==> config.mk <==
export PLATFORM = sky130hd
export DESIGN_NAME = mdu_sequencer
export DESIGN_NICKNAME = d
export VERILOG_FILES = /design/src/rtl/mdu_sequencer.sv
export SDC_FILE = /design/constraint.sdc
export NUM_CORES = 1
export LEC_CHECK = 0
export ABC_AREA = 1
export CORE_UTILIZATION = 55
export CTS_BUF_LIST = sky130_fd_sc_hd__clkbuf_4 sky130_fd_sc_hd__clkbuf_8 sky130_fd_sc_hd__clkbuf_16
export CTS_CLUSTER_DIAMETER = 120
export CTS_CLUSTER_SIZE = 8
export DETAILED_ROUTE_END_ITERATION = 6
export DONT_BUFFER_PORTS = 1
export GPL_ROUTABILITY_DRIVEN = 0
export PLACE_DENSITY = 0.7
export SKIP_LAST_GASP = 1
export SLEW_MARGIN = 20
export SYNTH_ARGS = -nofsm -noshare
export SYNTH_HDL_FRONTEND = slang
export SYNTH_SLANG_ARGS = --single-unit
==> constraint.sdc <==
create_clock -name clk -period 9.9 [get_ports clk]
set_clock_uncertainty 0.05 [all_clocks]
set_input_delay 0.495 -clock clk [delete_from_list [all_inputs] [get_ports clk]]
set_output_delay 0.495 -clock clk [all_outputs]
set_load 0.01 [all_outputs]
==> src/rtl/mdu_sequencer.sv <==
// Iterative RV32M multiply/divide unit with its sequencing FSM.
// One result bit per cycle: shift-add multiply, restoring divide, with a
// sign-fix cycle and early exit for divide-by-zero and signed overflow.
module mdu_sequencer #(
  parameter int unsigned WIDTH = 32
) (
  input  logic             clk,
  input  logic             reset,
  input  logic             Start,
  input  logic             Flush,
  input  logic [2:0]       Funct3,
  input  logic [WIDTH-1:0] SrcA,
  input  logic [WIDTH-1:0] SrcB,
  output logic             Busy,
  output logic             Done,
  output logic             Stall,
  output logic [WIDTH-1:0] Result
);

  localparam int unsigned CW = (WIDTH > 1) ? $clog2(WIDTH) : 1;
  localparam logic [WIDTH-1:0] MINV = {1'b1, {(WIDTH-1){1'b0}}};

  typedef enum logic [2:0] {
    S_IDLE,
    S_PREP,
    S_CALC,
    S_FIX,
    S_DONE
  } state_t;

  state_t state, state_nxt;
  logic   busy_nxt, done_nxt;

  logic [2:0]         op;
  logic [WIDTH-1:0]   opa, opb;
  logic [WIDTH-1:0]   a_reg, b_reg;
  logic [2*WIDTH-1:0] acc;
  logic [CW-1:0]      cnt;
  logic               neg_p, neg_r;

  logic               is_div, a_signed, b_signed, sa, sb;
  logic [WIDTH-1:0]   abs_a, abs_b;
  logic               div_zero, div_ovf, special;
  logic [WIDTH-1:0]   special_res;
  logic               last_iter;
  logic [WIDTH:0]     mul_sum, rs, diff;
  logic [2*WIDTH-1:0] prod;
  logic [WIDTH-1:0]   quot, rem, fix_res;

  // Operand decode, special-case detection and per-iteration arithmetic
  always_comb begin
    is_div   = op[2];
    a_signed = is_div ? ~op[0] : (op[1:0] != 2'b11);
    b_signed = is_div ? ~op[0] : ~op[1];
    sa       = a_signed & opa[WIDTH-1];
    sb       = b_signed & opb[WIDTH-1];
    abs_a    = sa ? -opa : opa;
    abs_b    = sb ? -opb : opb;

    div_zero = is_div & (opb == '0);
    div_ovf  = is_div & ~op[0] & (opa == MINV) & (opb == '1);
    special  = div_zero | div_ovf;
    if (div_zero)
      special_res = op[1] ? opa : '1;
    else
      special_res = op[1] ? '0 : MINV;

    last_iter = (cnt == CW'(WIDTH - 1));

    // Multiply: conditional add into the high half, whole accumulator shifts right
    mul_sum = {1'b0, acc[2*WIDTH-1:WIDTH]} + (a_reg[0] ? {1'b0, b_reg} : '0);
    // Divide: partial remainder lives in the high half, dividend/quotient in a_reg
    rs      = {acc[2*WIDTH-1:WIDTH], a_reg[WIDTH-1]};
    diff    = rs - {1'b0, b_reg};

    prod = neg_p ? -acc : acc;
    quot = neg_p ? -a_reg : a_reg;
    rem  = neg_r ? -acc[2*WIDTH-1:WIDTH] : acc[2*WIDTH-1:WIDTH];
    case (op)
      3'b000:                 fix_res = prod[WIDTH-1:0];
      3'b001, 3'b010, 3'b011: fix_res = prod[2*WIDTH-1:WIDTH];
      3'b100, 3'b101:         fix_res = quot;
      default:                fix_res = rem;
    endcase
  end

  // Next-state and registered-output decode; Flush overrides everything
  always_comb begin
    state_nxt = state;
    if (Flush) begin
      state_nxt = S_IDLE;
    end else begin
      case (state)
        S_IDLE: if (Start) state_nxt = S_PREP;
        S_PREP: state_nxt = special ? S_DONE : S_CALC;
        S_CALC: if (last_iter) state_nxt = S_FIX;
        S_FIX:  state_nxt = S_DONE;
        S_DONE: state_nxt = S_IDLE;
        default: state_nxt = S_IDLE;
      endcase
    end
    busy_nxt = (state_nxt == S_PREP) || (state_nxt == S_CALC) || (state_nxt == S_FIX);
    done_nxt = (state_nxt == S_DONE);
  end

  // State register with registered Busy/Done
  always_ff @(posedge clk or posedge reset) begin
    if (reset) begin
      state <= S_IDLE;
      Busy  <= 1'b0;
      Done  <= 1'b0;
    end else begin
      state <= state_nxt;
      Busy  <= busy_nxt;
      Done  <= done_nxt;
    end
  end

  // Datapath: operand capture, iteration, and result registration
  always_ff @(posedge clk or posedge reset) begin
    if (reset) begin
      op     <= '0;
      opa    <= '0;
      opb    <= '0;
      a_reg  <= '0;
      b_reg  <= '0;
      acc    <= '0;
      cnt    <= '0;
      neg_p  <= 1'b0;
      neg_r  <= 1'b0;
      Result <= '0;
    end else if (!Flush) begin
      case (state)
        S_IDLE: begin
          if (Start) begin
            op  <= Funct3;
            opa <= SrcA;
            opb <= SrcB;
          end
        end
        S_PREP: begin
          a_reg <= abs_a;
          b_reg <= abs_b;
          acc   <= '0;
          cnt   <= '0;
          neg_p <= sa ^ sb;
          neg_r <= sa;
          if (special) Result <= special_res;
        end
        S_CALC: begin
          if (is_div) begin
            a_reg                   <= {a_reg[WIDTH-2:0], ~diff[WIDTH]};
            acc[2*WIDTH-1:WIDTH]    <= diff[WIDTH] ? rs[WIDTH-1:0] : diff[WIDTH-1:0];
          end else begin
            acc   <= {mul_sum, acc[WIDTH-1:1]};
            a_reg <= a_reg >> 1;
          end
          cnt <= last_iter ? '0 : cnt + CW'(1);
        end
        S_FIX: begin
          Result <= fix_res;
        end
        default: ;
      endcase
    end
  end

  assign Stall = ((state == S_IDLE) & Start & ~Flush) | Busy;

endmodule

After elaboration in Yosys (flattened, before gate mapping)

Index checks and enable logic that the tools add are counted.

Bits in registers: 239
Bits of input ports: 71
Output and inout bits: 35
Logic and storage cells: 96

$add $sub $neg: 8
Eq/ne operators: 18
Muxes and demuxes: 27
Bitwise operators: 15
Reductions and logical operators: 14

Operator list:

| operator               | number |
|---|---|
| $mux W32               | 13 |
| $neg A32 Y32           | 4 |
| $pmux W32 S2           | 2 |
| $pmux W64 S2           | 1 |
| $pmux W32 S3           | 1 |
| $eq A32 B32 Y1 const B | 2 |
| $mux W64               | 1 |
| $neg A64 Y64           | 1 |
| $add A32 B32 Y33       | 1 |
| $sub A33 B32 Y33       | 1 |
| $logic_not A32 Y1      | 1 |
| $eq A3 B2 Y1 const B   | 6 |
| $mux W3                | 4 |
| $pmux W3 S4            | 1 |
| $pmux W5 S2            | 1 |
| $eq A3 B1 Y1 const B   | 3 |
| $eq A3 B3 Y1 const B   | 3 |
| $reduce_and A3 Y1      | 3 |
| $and A1 B1 Y1          | 8 |
| $logic_not A3 Y1       | 2 |
| $ne A2 B2 Y1 const B   | 3 |
| $add A5 B1 Y5 const B  | 1 |
| $eq A5 B5 Y1 const B   | 1 |
| $mux W5                | 1 |
| other kinds (9)        | 17 |

Logic depth before layout (Yosys ltp)

Depth after elaboration: 11
Mapped depth: 19
Depth with buffers taken out: 18

Worst setup path before layout

Ideal clock, no wire load.

Path type: register to register
Start point: reg acc[32]
End point: reg acc[59]
Library setup time: 0.118 ns
Arrival: 2.210 ns
Required time: 9.732 ns
Path slack: 7.522 ns
Stages on the path, launching flop included: 18
Path buffers: 1
Clock period less this slack: 2.378 ns
Path through: dfrtp_1 clkinv_1 fa_1 nor2_1 o21ai_1 nand2_2 nand2_1 nand2_2 nand2_4 nand2_2 nand2_2 nand2_4 buf_6 nand2_1 nand2_1 nand2_1 nand3_1 nand2_1

Cells in the longest elaborated chain, start to end: 4
Elaborated cells on any way between the ends: 5
Those cells by class: add/sub: 2; mux: 3

RTL lines:

| what                              | line | RTL |
|---|---|---|
| from (decl)                       | 37   | `logic [2*WIDTH-1:0] acc;` |
| from (signal, indexed assignment) | 153  | `acc[2*WIDTH-1:WIDTH] <= diff[WIDTH] ? rs[WIDTH-1:0] : diff[WIDTH-1:0];` |
| from (signal assigned)            | 155  | `acc <= {mul_sum, acc[WIDTH-1:1]};` |
| $sub A33 B32 Y33                  | 74   | `diff = rs - {1'b0, b_reg};` |
| $mux W32                          | 153  |  |
| $mux W32 *                        | 151  | `if (is_div) begin` |
| $pmux W64 S2 *                    | 133  | `case (state)` |

Mark *: on every way between the ends. The rest lies on a longest branch, timed or not.
A chain may end at the register's enable or synchronous reset.

Final worst setup path

Start point: reg op[1]
End point: reg b_reg[22]

Cells in the longest elaborated chain, start to end: 4

RTL lines:

| what                   | line | RTL |
|---|---|---|
| from (decl)            | 34   | `logic [2:0] op;` |
| from (signal assigned) | 136  | `op <= Funct3;` |
| $not A1 Y1             | 54   | `b_signed = is_div ? ~op[0] : ~op[1];` |
| $mux W1                | 54   |  |
| $and A1 B1 Y1          | 56   | `sb = b_signed & opb[WIDTH-1];` |
| $mux W32               | 58   | `abs_b = sb ? -opb : opb;` |
| to (signal assigned)   | 143  | `b_reg <= abs_b;` |
| to (decl)              | 36   | `logic [WIDTH-1:0] a_reg, b_reg;` |

Every way passes these cells.

==> impl_metrics.csv <==
group,metric,value,unit
timing,maxSlewViolCount,0,
place,dp_hpwl,59700,um
layout,final_cells,4004,
floorplan,num_rows,72,
place,placedCellCount,3962,
worst_setup_path,start_kind,"register",
place,portBuffers,0,
layout,regMostFlops,"acc",
status,status,"finished, final reports clean",
route,drtPass1Iterations,7,
power,ir_drop,0.196,mV
global_route,grt_use_total,39.5,%
floorplan,die_w,200,um
route,vias,24200,
place,preCtsSetupSlack,6.35,ns
timing,period_minus_slack,3.49,ns
yosys,synth_warnings,0,
yosys,synthCells,3557,
timing,fin_ws,6.41,ns
worst_setup_path,critical_path.endpoint_type,"register",
yosys,synthArstFlopShare,100,%
clock_tree,clock_sinks,239,
yosys,synth_edf_count,0,
yosys,synth.distinct_cells,53,
layout,syn_to_final_growth,5.50,%
route,drt_iter0_markers,3319,
yosys,synth_area,0.0216,mm2
clock_tree,cts_buffers,35,
worst_setup_path,critical_path_class,"reg -> reg",
global_route,grt_pass1_wl,124000,um
floorplan,start_util,55.9,%
layout,final_layout_size_suffix_gt1_share,4.70,%
flow_run,drv_cap,0,
layout,num-nets-final,3628,
global_route,overflow,0,
clock_tree,clockBufferDepth,3,
clock_tree,clkTransAtPathRegs,0.05,ns
route,antenna_left,0,
timing,post-route-period-util,35.2,%
global_route,grt_pass1_vias,22400,
power,cellPowerDensity,345,mW/mm2
worst_setup_path,required,10.27,ns
route,wirelength,79800,um
power,p_leak,0.0118,uW
clock_tree,tritoncts,"built",
yosys,synth_nets,3702,
yosys,synth_ff_type,"dfrtp_1",
min_path,min_path_type,"in -> reg",
route,wl_per_cell,19.9,um
timing,tightest_slew,1.05,ns
timing,finalSetupTns,0,ns
clock_tree,htreeDepth,2,
worst_setup_path,crit_arrival,3.86,ns
route,drc,0,
layout,antenna_cells,0,
clock_tree,clock_latency,0.60,ns
timing,hold_viol_final,0,
floorplan,core-area,0.0387,mm2
yosys,yosys_register_bits,239,
global_route,grt_max_degree,117,
timing,rsz0062_at_grt,"no",
timing,finalSetupViolations,0,
yosys,syn_area_per_cell,6.09,um2
floorplan,dieHeight,200,um
route,via_per_inst,6.05,
yosys,synth_seq_area_share,27.6,%
timing,max-slew-margin-rel,29.9,%
worst_setup_path,worstPathMaxFanout,22,
timing,max_freq,0.287,GHz
global_route,antenna_found_initial,2,
clock_tree,cts-root-buf,"clkbuf_16",
layout,largest_reg_flops,64,
floorplan,io_pins,106,
floorplan,die_area,0.0402,mm2
==> power breakdown <==
group	total (uW)	internal (uW)	switching [uW]
Combinational	4790	1510	3290
Clock	1120	639	485
Sequential	1950	1270	684
Total	7870	3420	4460
==> stage by stage <==
stage	hold WS, ns	instance area (um2)	total power, uW	util, %
after floorplan	0.421	21600	5180	-
after global placement	0.438	21900	6430	56.5
after detailed placement	0.445	21900	6510	56.5
after CTS	0.0115	22800	7650	59.0
after global routing	0.0202	22800	8450	59.0
final	0.0246	22800	7870	59.0
==> cell type report <==
class / instances / area [um2]
repair buffers: 20 / 155
clock buffers: 37 / 891
clock inverters: 3 / 48.8
fillers: 3862 / 15900
inverters: 443 / 1680
well taps: 518 / 648
multi-input cells: 2744 / 13400
flip-flops and latches: 239 / 5990
==> layer usage <==
metal	vias to the layer above	track usage [%]	routed length [um]	share of wire, %
met5	-	0	27	0.034
met4	4	19.6	4320	5.4
met3	292	11.8	11600	15
met2	1561	54.3	31100	39
met1	11000	55.7	32800	41
li1	11400	-	-	-
==> logic make-up (layout without fill, tap and decap cells) <==
| kind of cell | count (synthesis) | in the layout | synth area share (%) |
|---|---|---|---|
| muxes | 15 | 15 | 0.780 |
| DFF | 239 | 239 | 27.6 |
| and+or+nand+nor | 1970 | 1970 | 38.7 |
| adders and majority gates | 74 | 74 | 4.35 |
| buffers and inverters | 574 | 503 | 10.4 |
| xor gates and xnor gates | 64 | 64 | 2.59 |
| AOI/OAI and AO/OA | 621 | 621 | 15.5 |
==> placed cells by master, fill, tap and decap left out, drive strengths merged, types with 9 or more instances in the layout <==
cell type	n
nand2	997
o21bai	10
nor4	11
nand3	372
a21oi	280
nand4	44
nor3	42
mux2	15
and2	9
xnor2	19
buf	18
o21ai	267
clkbuf	37
xor2	45
dfrtp	239
nor2	468
a31oi	9
nand3b	16
inv	443
ha	72
a22oi	26
==> Yosys cell counts, types with 16 or more instances <==
cell type	instances	area [um2]
nand3b_1	16	120
nand3_1	368	1840
a22oi_1	26	195
dfrtp_1	239	5980
buf_1	23	86.3
o21ai_0	235	1180
ha_1	72	901
clkbuf_1	71	267
a21oi_1	266	1330
nor3_1	34	170
nor2_1	450	1690
xor2_1	45	394
inv_1	425	1600
nand4_1	44	275
nand2_1	982	3690
xnor2_1	19	166
o21ai_1	30	150
buf_2	27	135
==> final timing paths <==
path                            slack [ns]  startpoint  cells after the start         to
worst max-delay path                  6.41       op[1]                     10  b_reg[22]
worst min-delay path                  0.02       Flush                      1       Busy
worst max register to register        6.41       op[1]                     10  b_reg[22]
worst min register to register        0.47      cnt[4]                      1     cnt[4]
max in group asynchronous             7.84       reset                      3      op[2]
min in group asynchronous             0.55       reset                      2    opa[14]
==> critical path, cell delays in order (launching register included) <==
cell,delay (ns)
dfrtp_1,0.64
inv_1,0.40
a21oi_1,0.32
a21oi_1,0.11
nand2_1,0.56
inv_1,0.53
nand2_1,0.26
o21ai_0,0.13
or2_0,0.23
nand3_1,0.07
o21ai_1,0.06
==> timing repair <==
action	in CTS	in global routing
gates resized for setup	0	0
hold endpoints to repair	115	0
hold buffers	2	0
setup buffers	0	0
Note: power is estimated with default switching activity, not from simulation.
